===== src/rtl/serdes_pkg.sv =====
// Shared types and constants for the SERDES link controller.
// Holds the TX/RX state encodings and the UART-style line levels.
package serdes_pkg;

  localparam int DEFAULT_DATA_W       = 8;
  localparam int DEFAULT_CLKS_PER_BIT = 16;

  localparam logic LINE_IDLE = 1'b1;
  localparam logic START_BIT = 1'b0;
  localparam logic STOP_BIT  = 1'b1;

  typedef enum logic [1:0] {
    T_IDLE,
    T_START,
    T_DATA,
    T_STOP
  } tx_state_t;

  typedef enum logic [1:0] {
    R_HUNT,
    R_START,
    R_DATA,
    R_STOP
  } rx_state_t;

endpackage


===== src/rtl/serdes_bit_timer.sv =====
// Bit-period counter: restarts on clear or at the end of a period, and strobes
// when the count reaches a caller-selected position (mid-bit or end-of-bit).
module serdes_bit_timer #(
  parameter int CLKS_PER_BIT = 16,
  parameter int CNT_W        = $clog2(CLKS_PER_BIT)
) (
  input  logic             clk,
  input  logic             rst,
  input  logic             clear,
  input  logic [CNT_W-1:0] tick_at,
  output logic             tick
);

  localparam logic [CNT_W-1:0] LAST_CNT = CNT_W'(CLKS_PER_BIT - 1);

  logic [CNT_W-1:0] count;

  always_ff @(posedge clk or posedge rst) begin
    if (rst) begin
      count <= '0;
    end else if (clear || (count == LAST_CNT)) begin
      count <= '0;
    end else begin
      count <= count + CNT_W'(1);
    end
  end

  assign tick = (count == tick_at);

endmodule


===== src/rtl/serdes_link_ctrl.sv =====
// Sequencing controller for the SERDES datapath: UART-style TX framing with
// serializer strobes, and a mid-bit sampling RX with deserializer strobes.
module serdes_link_ctrl
  import serdes_pkg::*;
#(
  parameter int DATA_W       = DEFAULT_DATA_W,
  parameter int CLKS_PER_BIT = DEFAULT_CLKS_PER_BIT,
  parameter int CNT_W        = $clog2(CLKS_PER_BIT)
) (
  input  logic clk,
  input  logic rst,
  input  logic tx_valid,
  output logic tx_ready,
  output logic data_en,
  output logic ser_en,
  input  logic ser_bit,
  output logic line_out,
  input  logic line_in,
  output logic rx_shift,
  output logic par_en,
  output logic rx_valid,
  input  logic rx_ack,
  output logic frame_err,
  output logic overrun
);

  localparam int               BIT_W    = $clog2(DATA_W + 1);
  localparam logic [BIT_W-1:0] LAST_BIT = BIT_W'(DATA_W - 1);
  localparam logic [CNT_W-1:0] MID_CNT  = CNT_W'(CLKS_PER_BIT / 2 - 1);
  localparam logic [CNT_W-1:0] LAST_CNT = CNT_W'(CLKS_PER_BIT - 1);
  // The first T_IDLE cycle still drives the stop level, so T_STOP is one short.
  localparam logic [CNT_W-1:0] STOP_CNT = CNT_W'(CLKS_PER_BIT - 2);

  tx_state_t        tx_state, tx_next;
  logic [BIT_W-1:0] tx_bit_cnt;
  logic             tx_clear, tx_tick;
  logic [CNT_W-1:0] tx_tick_at;

  rx_state_t        rx_state, rx_next;
  logic [BIT_W-1:0] rx_bit_cnt;
  logic             rx_clear, rx_tick;
  logic [CNT_W-1:0] rx_tick_at;
  logic [1:0]       line_sync;
  logic             line_s, line_prev;

  serdes_bit_timer #(.CLKS_PER_BIT(CLKS_PER_BIT), .CNT_W(CNT_W)) u_tx_timer (
    .clk     (clk),
    .rst     (rst),
    .clear   (tx_clear),
    .tick_at (tx_tick_at),
    .tick    (tx_tick)
  );

  serdes_bit_timer #(.CLKS_PER_BIT(CLKS_PER_BIT), .CNT_W(CNT_W)) u_rx_timer (
    .clk     (clk),
    .rst     (rst),
    .clear   (rx_clear),
    .tick_at (rx_tick_at),
    .tick    (rx_tick)
  );

  always_ff @(posedge clk or posedge rst) begin
    if (rst) begin
      tx_state   <= T_IDLE;
      tx_bit_cnt <= '0;
    end else begin
      tx_state <= tx_next;
      if (tx_state != T_DATA) begin
        tx_bit_cnt <= '0;
      end else if (tx_tick) begin
        tx_bit_cnt <= (tx_bit_cnt == LAST_BIT) ? '0 : tx_bit_cnt + BIT_W'(1);
      end
    end
  end

  always_comb begin
    tx_next    = tx_state;
    tx_ready   = 1'b0;
    data_en    = 1'b0;
    ser_en     = 1'b0;
    line_out   = LINE_IDLE;
    tx_clear   = 1'b0;
    tx_tick_at = LAST_CNT;
    case (tx_state)
      T_IDLE: begin
        tx_ready = 1'b1;
        tx_clear = 1'b1;
        if (tx_valid) begin
          data_en = 1'b1;
          tx_next = T_START;
        end
      end
      T_START: begin
        line_out = START_BIT;
        if (tx_tick) tx_next = T_DATA;
      end
      T_DATA: begin
        line_out = ser_bit;
        if (tx_tick) begin
          ser_en = 1'b1;
          if (tx_bit_cnt == LAST_BIT) tx_next = T_STOP;
        end
      end
      T_STOP: begin
        line_out   = STOP_BIT;
        tx_tick_at = STOP_CNT;
        if (tx_tick) begin
          tx_clear = 1'b1;
          tx_next  = T_IDLE;
        end
      end
      default: tx_next = T_IDLE;
    endcase
  end

  // Two-flop synchronizer plus one more stage for falling-edge detection.
  always_ff @(posedge clk or posedge rst) begin
    if (rst) begin
      line_sync <= {LINE_IDLE, LINE_IDLE};
      line_prev <= LINE_IDLE;
    end else begin
      line_sync <= {line_sync[0], line_in};
      line_prev <= line_s;
    end
  end

  assign line_s = line_sync[1];

  always_ff @(posedge clk or posedge rst) begin
    if (rst) begin
      rx_state   <= R_HUNT;
      rx_bit_cnt <= '0;
    end else begin
      rx_state <= rx_next;
      if (rx_state != R_DATA) begin
        rx_bit_cnt <= '0;
      end else if (rx_tick) begin
        rx_bit_cnt <= (rx_bit_cnt == LAST_BIT) ? '0 : rx_bit_cnt + BIT_W'(1);
      end
    end
  end

  always_comb begin
    rx_next    = rx_state;
    rx_shift   = 1'b0;
    par_en     = 1'b0;
    frame_err  = 1'b0;
    rx_clear   = 1'b0;
    rx_tick_at = LAST_CNT;
    case (rx_state)
      R_HUNT: begin
        rx_clear = 1'b1;
        if ((line_prev == LINE_IDLE) && (line_s == START_BIT)) rx_next = R_START;
      end
      R_START: begin
        rx_tick_at = MID_CNT;
        if (rx_tick) begin
          rx_clear = 1'b1;
          rx_next  = (line_s == START_BIT) ? R_DATA : R_HUNT;
        end
      end
      R_DATA: begin
        if (rx_tick) begin
          rx_shift = 1'b1;
          if (rx_bit_cnt == LAST_BIT) rx_next = R_STOP;
        end
      end
      R_STOP: begin
        if (rx_tick) begin
          if (line_s == STOP_BIT) par_en = 1'b1;
          else frame_err = 1'b1;
          rx_next = R_HUNT;
        end
      end
      default: rx_next = R_HUNT;
    endcase
  end

  // A word completing in the same cycle as rx_ack replaces the acknowledged one.
  always_ff @(posedge clk or posedge rst) begin
    if (rst) begin
      rx_valid <= 1'b0;
      overrun  <= 1'b0;
    end else if (par_en) begin
      rx_valid <= 1'b1;
      overrun  <= (overrun | rx_valid) & ~rx_ack;
    end else if (rx_ack) begin
      rx_valid <= 1'b0;
      overrun  <= 1'b0;
    end
  end

endmodule

===== config.mk =====
export PLATFORM = sky130hd
export DESIGN_NAME = serdes_link_ctrl
export DESIGN_NICKNAME = d
export VERILOG_FILES = /design/src/rtl/serdes_pkg.sv /design/src/rtl/serdes_bit_timer.sv /design/src/rtl/serdes_link_ctrl.sv
export SDC_FILE = /design/constraint.sdc
export NUM_CORES = 1
export LEC_CHECK = 0
export CORE_ASPECT_RATIO = 0.9
export CORE_MARGIN = 3
export CORE_UTILIZATION = 55
export DETAILED_ROUTE_END_ITERATION = 10
export DONT_BUFFER_PORTS = 1
export GPL_ROUTABILITY_DRIVEN = 0
export PLACE_DENSITY = 0.79
export RECOVER_POWER = 25
export SKIP_LAST_GASP = 1
export SLEW_MARGIN = 20
export SYNTH_ARGS = -nofsm -noshare
export SYNTH_HDL_FRONTEND = slang
export SYNTH_SLANG_ARGS = --single-unit

===== constraint.sdc =====
create_clock -name clk -period 1.5 [get_ports clk]
set_input_delay 0.15 -clock clk [delete_from_list [all_inputs] [get_ports clk]]
set_output_delay 0.15 -clock clk [all_outputs]
set_load 0.05 [all_outputs]

# Word level (Yosys, flattened, before mapping)
# Cells that the tools add are included.
# totals
reg_bits	25
input_bits	6
wordCells	94
# op_classes
addsub	4
eq_ne	24
mux	42
n_bitwise	4
reduce_logical	10
# ops
cell	count
$mux 4	9
$ne 2x2->1 const B	12
$mux 2	11
$mux 1	17
$add 4x1->4 const B	4
$pmux 2 s4	2
$reduce_and 5->1	2
$eq 2x2->1 const B	4
$eq 4x3->1 const B	2
$eq 4x4->1	2
$eq 4x4->1 const B	2
$pmux 1 s2	3
$reduce_bool 2->1	3
$eq 2x1->1 const B	2
$logic_not 2->1	2
$logic_or 1x1->1	2
$not 1->1	2
$and 1x1->1	1
$logic_and 1x1->1	1
$or 1x1->1	1

# Depth between registers and ports, before layout
# Gate-level depths: netlist (run 1).
# depth
ltp_word	7
depth_mapped	6
mapped_depth_nobuf	5

# Modules after synthesis
# From an unflattened synthesis (run 1), not the netlist that was laid out.
# unflattened
hier_cells	124
hier_area_um2	1350.0
# modules_own_cells
mod	n_inst	cells_per_inst	area_per_inst_um2	seq_area_each_um2
serdes_link_ctrl	1	86	927.1	429.2
serdes_bit_timer	2	19	211.5	100.1

# Worst setup path after synthesis (run 1)
# Ideal clock, no wire load.
# synth_path
path_kind	reg2out
from	reg rx_state[0]
to	out frame_err
t_arrival_ps	2049
path_slack_ps	-699
path_stages_with_launch	6
path_buffers	1
path_cell_list	dfrtp_1 buf_4 nor2b_4 xnor2_1 or2_1 nor3_1
# synth_via
elab_chain_len	5
word_cells_on_any_way	6
classes_between	3 x eq/ne; 3 x mux
# synth_rtl
item	line_no	text
start, declared	serdes_link_ctrl.sv:39	rx_state_t rx_state, rx_next;
start signal, assigned	serdes_link_ctrl.sv:134	rx_state <= rx_next;
$eq 2x1->1	serdes_link_ctrl.sv:150	case (rx_state)
$mux 4	serdes_link_ctrl.sv:150	
$eq 4x4->1	serdes_bit_timer.sv:28	assign tick = (count == tick_at);
$mux 1	serdes_link_ctrl.sv:169	if (rx_tick) begin
$mux 1 (*)	serdes_link_ctrl.sv:150	
end, declared	serdes_link_ctrl.sv:23	output logic frame_err,
# Every way passes the cells marked *; elsewhere a longest branch is shown, timed or not.

# Worst setup path after layout (run 1)
# Ends and elaborated chain as after synthesis.

==> results.cfg, run 1 <==
[run_status]
outcome = finished, violations left
violations = setup timing

[cts]
clkSinkCount = 25
clk_pin_slew_ps = 150
cts_root_buf = clkbuf_4
insertion_delay_ps = 360
htreeDepth = 1
cts_made_buffers = 3
clockBufferDepth = 2
cts_tree = done

[sta]
max_freq_mhz = 544.2
rsz0062_at_grt = yes
hold_ws_ps = 114.0
min_period_ps = 1838
setup_viol = 17
slew_viol_final = 0
hold_viol_final = 0
fin_crit_sh = 1.225
setup_ws_ps = -337.6
slew_headroom = 0.6613
tns_ps = -2378
fin_worst_skew_ps = 9.733
max_slew.worst_pin.slew_ps = 508.1

[synthesis]
synth_top_area_cell = dfrtp_1
synth-main-ff-cell = dfrtp_1
synthXorXnorAreaFrac = 0.03966
ys_ff_latch = 25
synthAdderAreaFrac = 0.08499
ys_async_sr_fraction = 1.000
syn_nets = 148
syn_avg_cell_area_um2 = 9.963
yosysUniqueCellTypes = 44
yosys_warnings = 0
synth_seq_area_share = 0.4750
yosys.area.top_type_share = 0.4155
synth_compound_area_frac = 0.1161
synth_top_family_by_area = simple AND/OR/NAND/NOR gates
synthMuxAreaShare = 0.02361
yosys.area_share.simple = 0.2257
synth_enable_flop_cells = 0
netlist_instances = 133
netlist_area_um2 = 1325
yosys-top-cells-area = dfrtp_1 (42%), ha_1 (8.5%), dfstp_2 (5.9%)

[detailed_routing]
top_layer = met4
vias_per_cell = 6.609
wirelength_met1_mm = 1.926
met2_length_mm = 2.252
dr_wl_met3_um = 453
wl_per_cell_um = 24.37
drc = 0
routed_wl_mm = 4.922
drt_iter0_drc = 135
num_vias = 1335
antenna_left = 0
first_pass_iters = 4

[worst_setup_path]
worstSetupEndpointType = primary output
rr_worst_depth = 5
critPathRequiredTime_ps = 1350
cp-start-kind = flip-flop
crit_fanout = 3
r2r_slack_ps = -310
crit_type = flip-flop to primary output
cp_data_arrival_time_ps = 1690

[power_and_ir_drop]
p_per_area_nw_per_um2 = 1068
power_mw = 2.163
ir_worst_vdd_mv = 1.056
leakage_nw = 0.8718

[floorplanning]
fp.dieW_um = 57.74
die_h_um = 52.57
core_area_um2 = 2222
die_area_um2 = 3035
start_util = 0.5963
ios = 15
std_cell_rows = 16

[worst_hold_path]
whs_path_depth = 2
worst_hold_path_type = input port to flip-flop

[flow_run]
max_cap_viol_count = 0

[cells_and_area]
drive_gt1_frac = 0.4857
final_nets = 191
fin_cells = 202
final.fill_count = 84
ff_latch_area_um2 = 631.9
final_common_cell = buf_4
final_cell_mix = buf_4 (23), dfrtp_1 (20), nor2_1 (10)
antenna_cells = 0
syn_to_final_growth_pct = 52.88
multi_input_area_um2 = 878.3

[place]
dp_cells = 176
io_buffers = 0
dp_hpwl_mm = 2.195

[grt]
antenna_found_initial = 0
grt_overflow = 0
grt_pass1_vias = 1317
grtUsageTotal = 0.2824
grt_max_degree = 17
grt_pass1_wl_mm = 6.078
flip-flops by register name, indices dropped and copies added (netlist names), named ones only:
name / count
u_rx_timer.count: 4
u_tx_timer.count: 4
line_prev: 1
tx_bit_cnt: 4
rx_bit_cnt: 4
overrun: 1
tx_state: 2
rx_state: 1
line_sync: 2
rx_valid: 1
cells by family (layout without fill, tap and decap cells):
family,Yosys count,in the layout
buffers and inverters,11,53
and+or+nand+nor,55,55
xor gates and xnor gates,6,6
AOI/OAI and AO/OA,24,24
muxes,3,3
DFF,25,25
adders and majority gates,9,9
through the flow:
stage	util	setup slack (ps)	cell area [um^2]
2_1_floorplan	-	-113.1	1373
3_3_place_gp	0.7173	-27.88	1594
3_5_place_dp	0.7173	-88.12	1594
4_1_cts	0.8407	-254.1	1868
5_1_grt	0.9116	-391.6	2026
6_report	0.9116	-337.6	2026
final cells by class:
type / count / share of cell area
clock buffer: 3 / 0.01112
clock inverter: 1 / 0.003706
inverter: 8 / 0.01606
multi-input combinational: 97 / 0.4336
sequential: 25 / 0.3119
tap: 27 / 0.01668
timing repair buffer: 41 / 0.2069
power by group:
group / total (mW) / switching [mW] / internal (mW)
logic: 0.935 / 0.455 / 0.480
registers: 0.886 / 0.130 / 0.756
clock network: 0.342 / 0.239 / 0.103
Yosys cell counts, drive strengths merged, types with 3 or more instances:
cell type and n:
a21oi 8, and2 3, and3 3, dfrtp 22, dfstp 3, ha 9
inv 8, nand2 12, nand3 8, nor2 13, o21ai 6, xnor2 5
layer usage:
layer,up-vias,global-route usage
li1,550,-
met5,-,0
met3,29,0.07882
met1,663,0.3292
met2,93,0.4417
met4,0,0.2124
worst max-delay path, stage by stage (launching register included):
cell,delay [ps]
dfrtp_1,430
nor2b_4,150
xnor2_2,140
or2_4,270
nor3_4,160
buf_12,160
path summary, 6_finish.rpt:
path | start | to
min | tx_valid | tx_state[0]
min in group asynchronous | rst | async pin
max in group asynchronous | rst | tx_state[0]
max reg2reg | tx_bit_cnt[0] | tx_state[1]
max | rx_state[0] | frame_err
min reg2reg | line_sync[0] | line_sync[1]
repair_timing:
item                                   CTS  global route
pin swaps                               10            11
endpoints found under the hold margin   12             0
setup buffers                           12             7
setup endpoints to repair                9            20
hold buffers                             3             0
resized for setup                       27            22
No activity file was read; power rests on OpenSTA's default activity.
==> run 2, diff against run 1 <==
--- a/config.mk
+++ b/config.mk
@@ -14,7 +14,7 @@
 export PLACE_DENSITY = 0.79
 export RECOVER_POWER = 25
 export SKIP_LAST_GASP = 1
-export SLEW_MARGIN = 20
+export SLEW_MARGIN = 30
 export SYNTH_ARGS = -nofsm -noshare
 export SYNTH_HDL_FRONTEND = slang
 export SYNTH_SLANG_ARGS = --single-unit
==> results of run 2 <==
Final layout, timing and power as in run 1 (identical DEF).
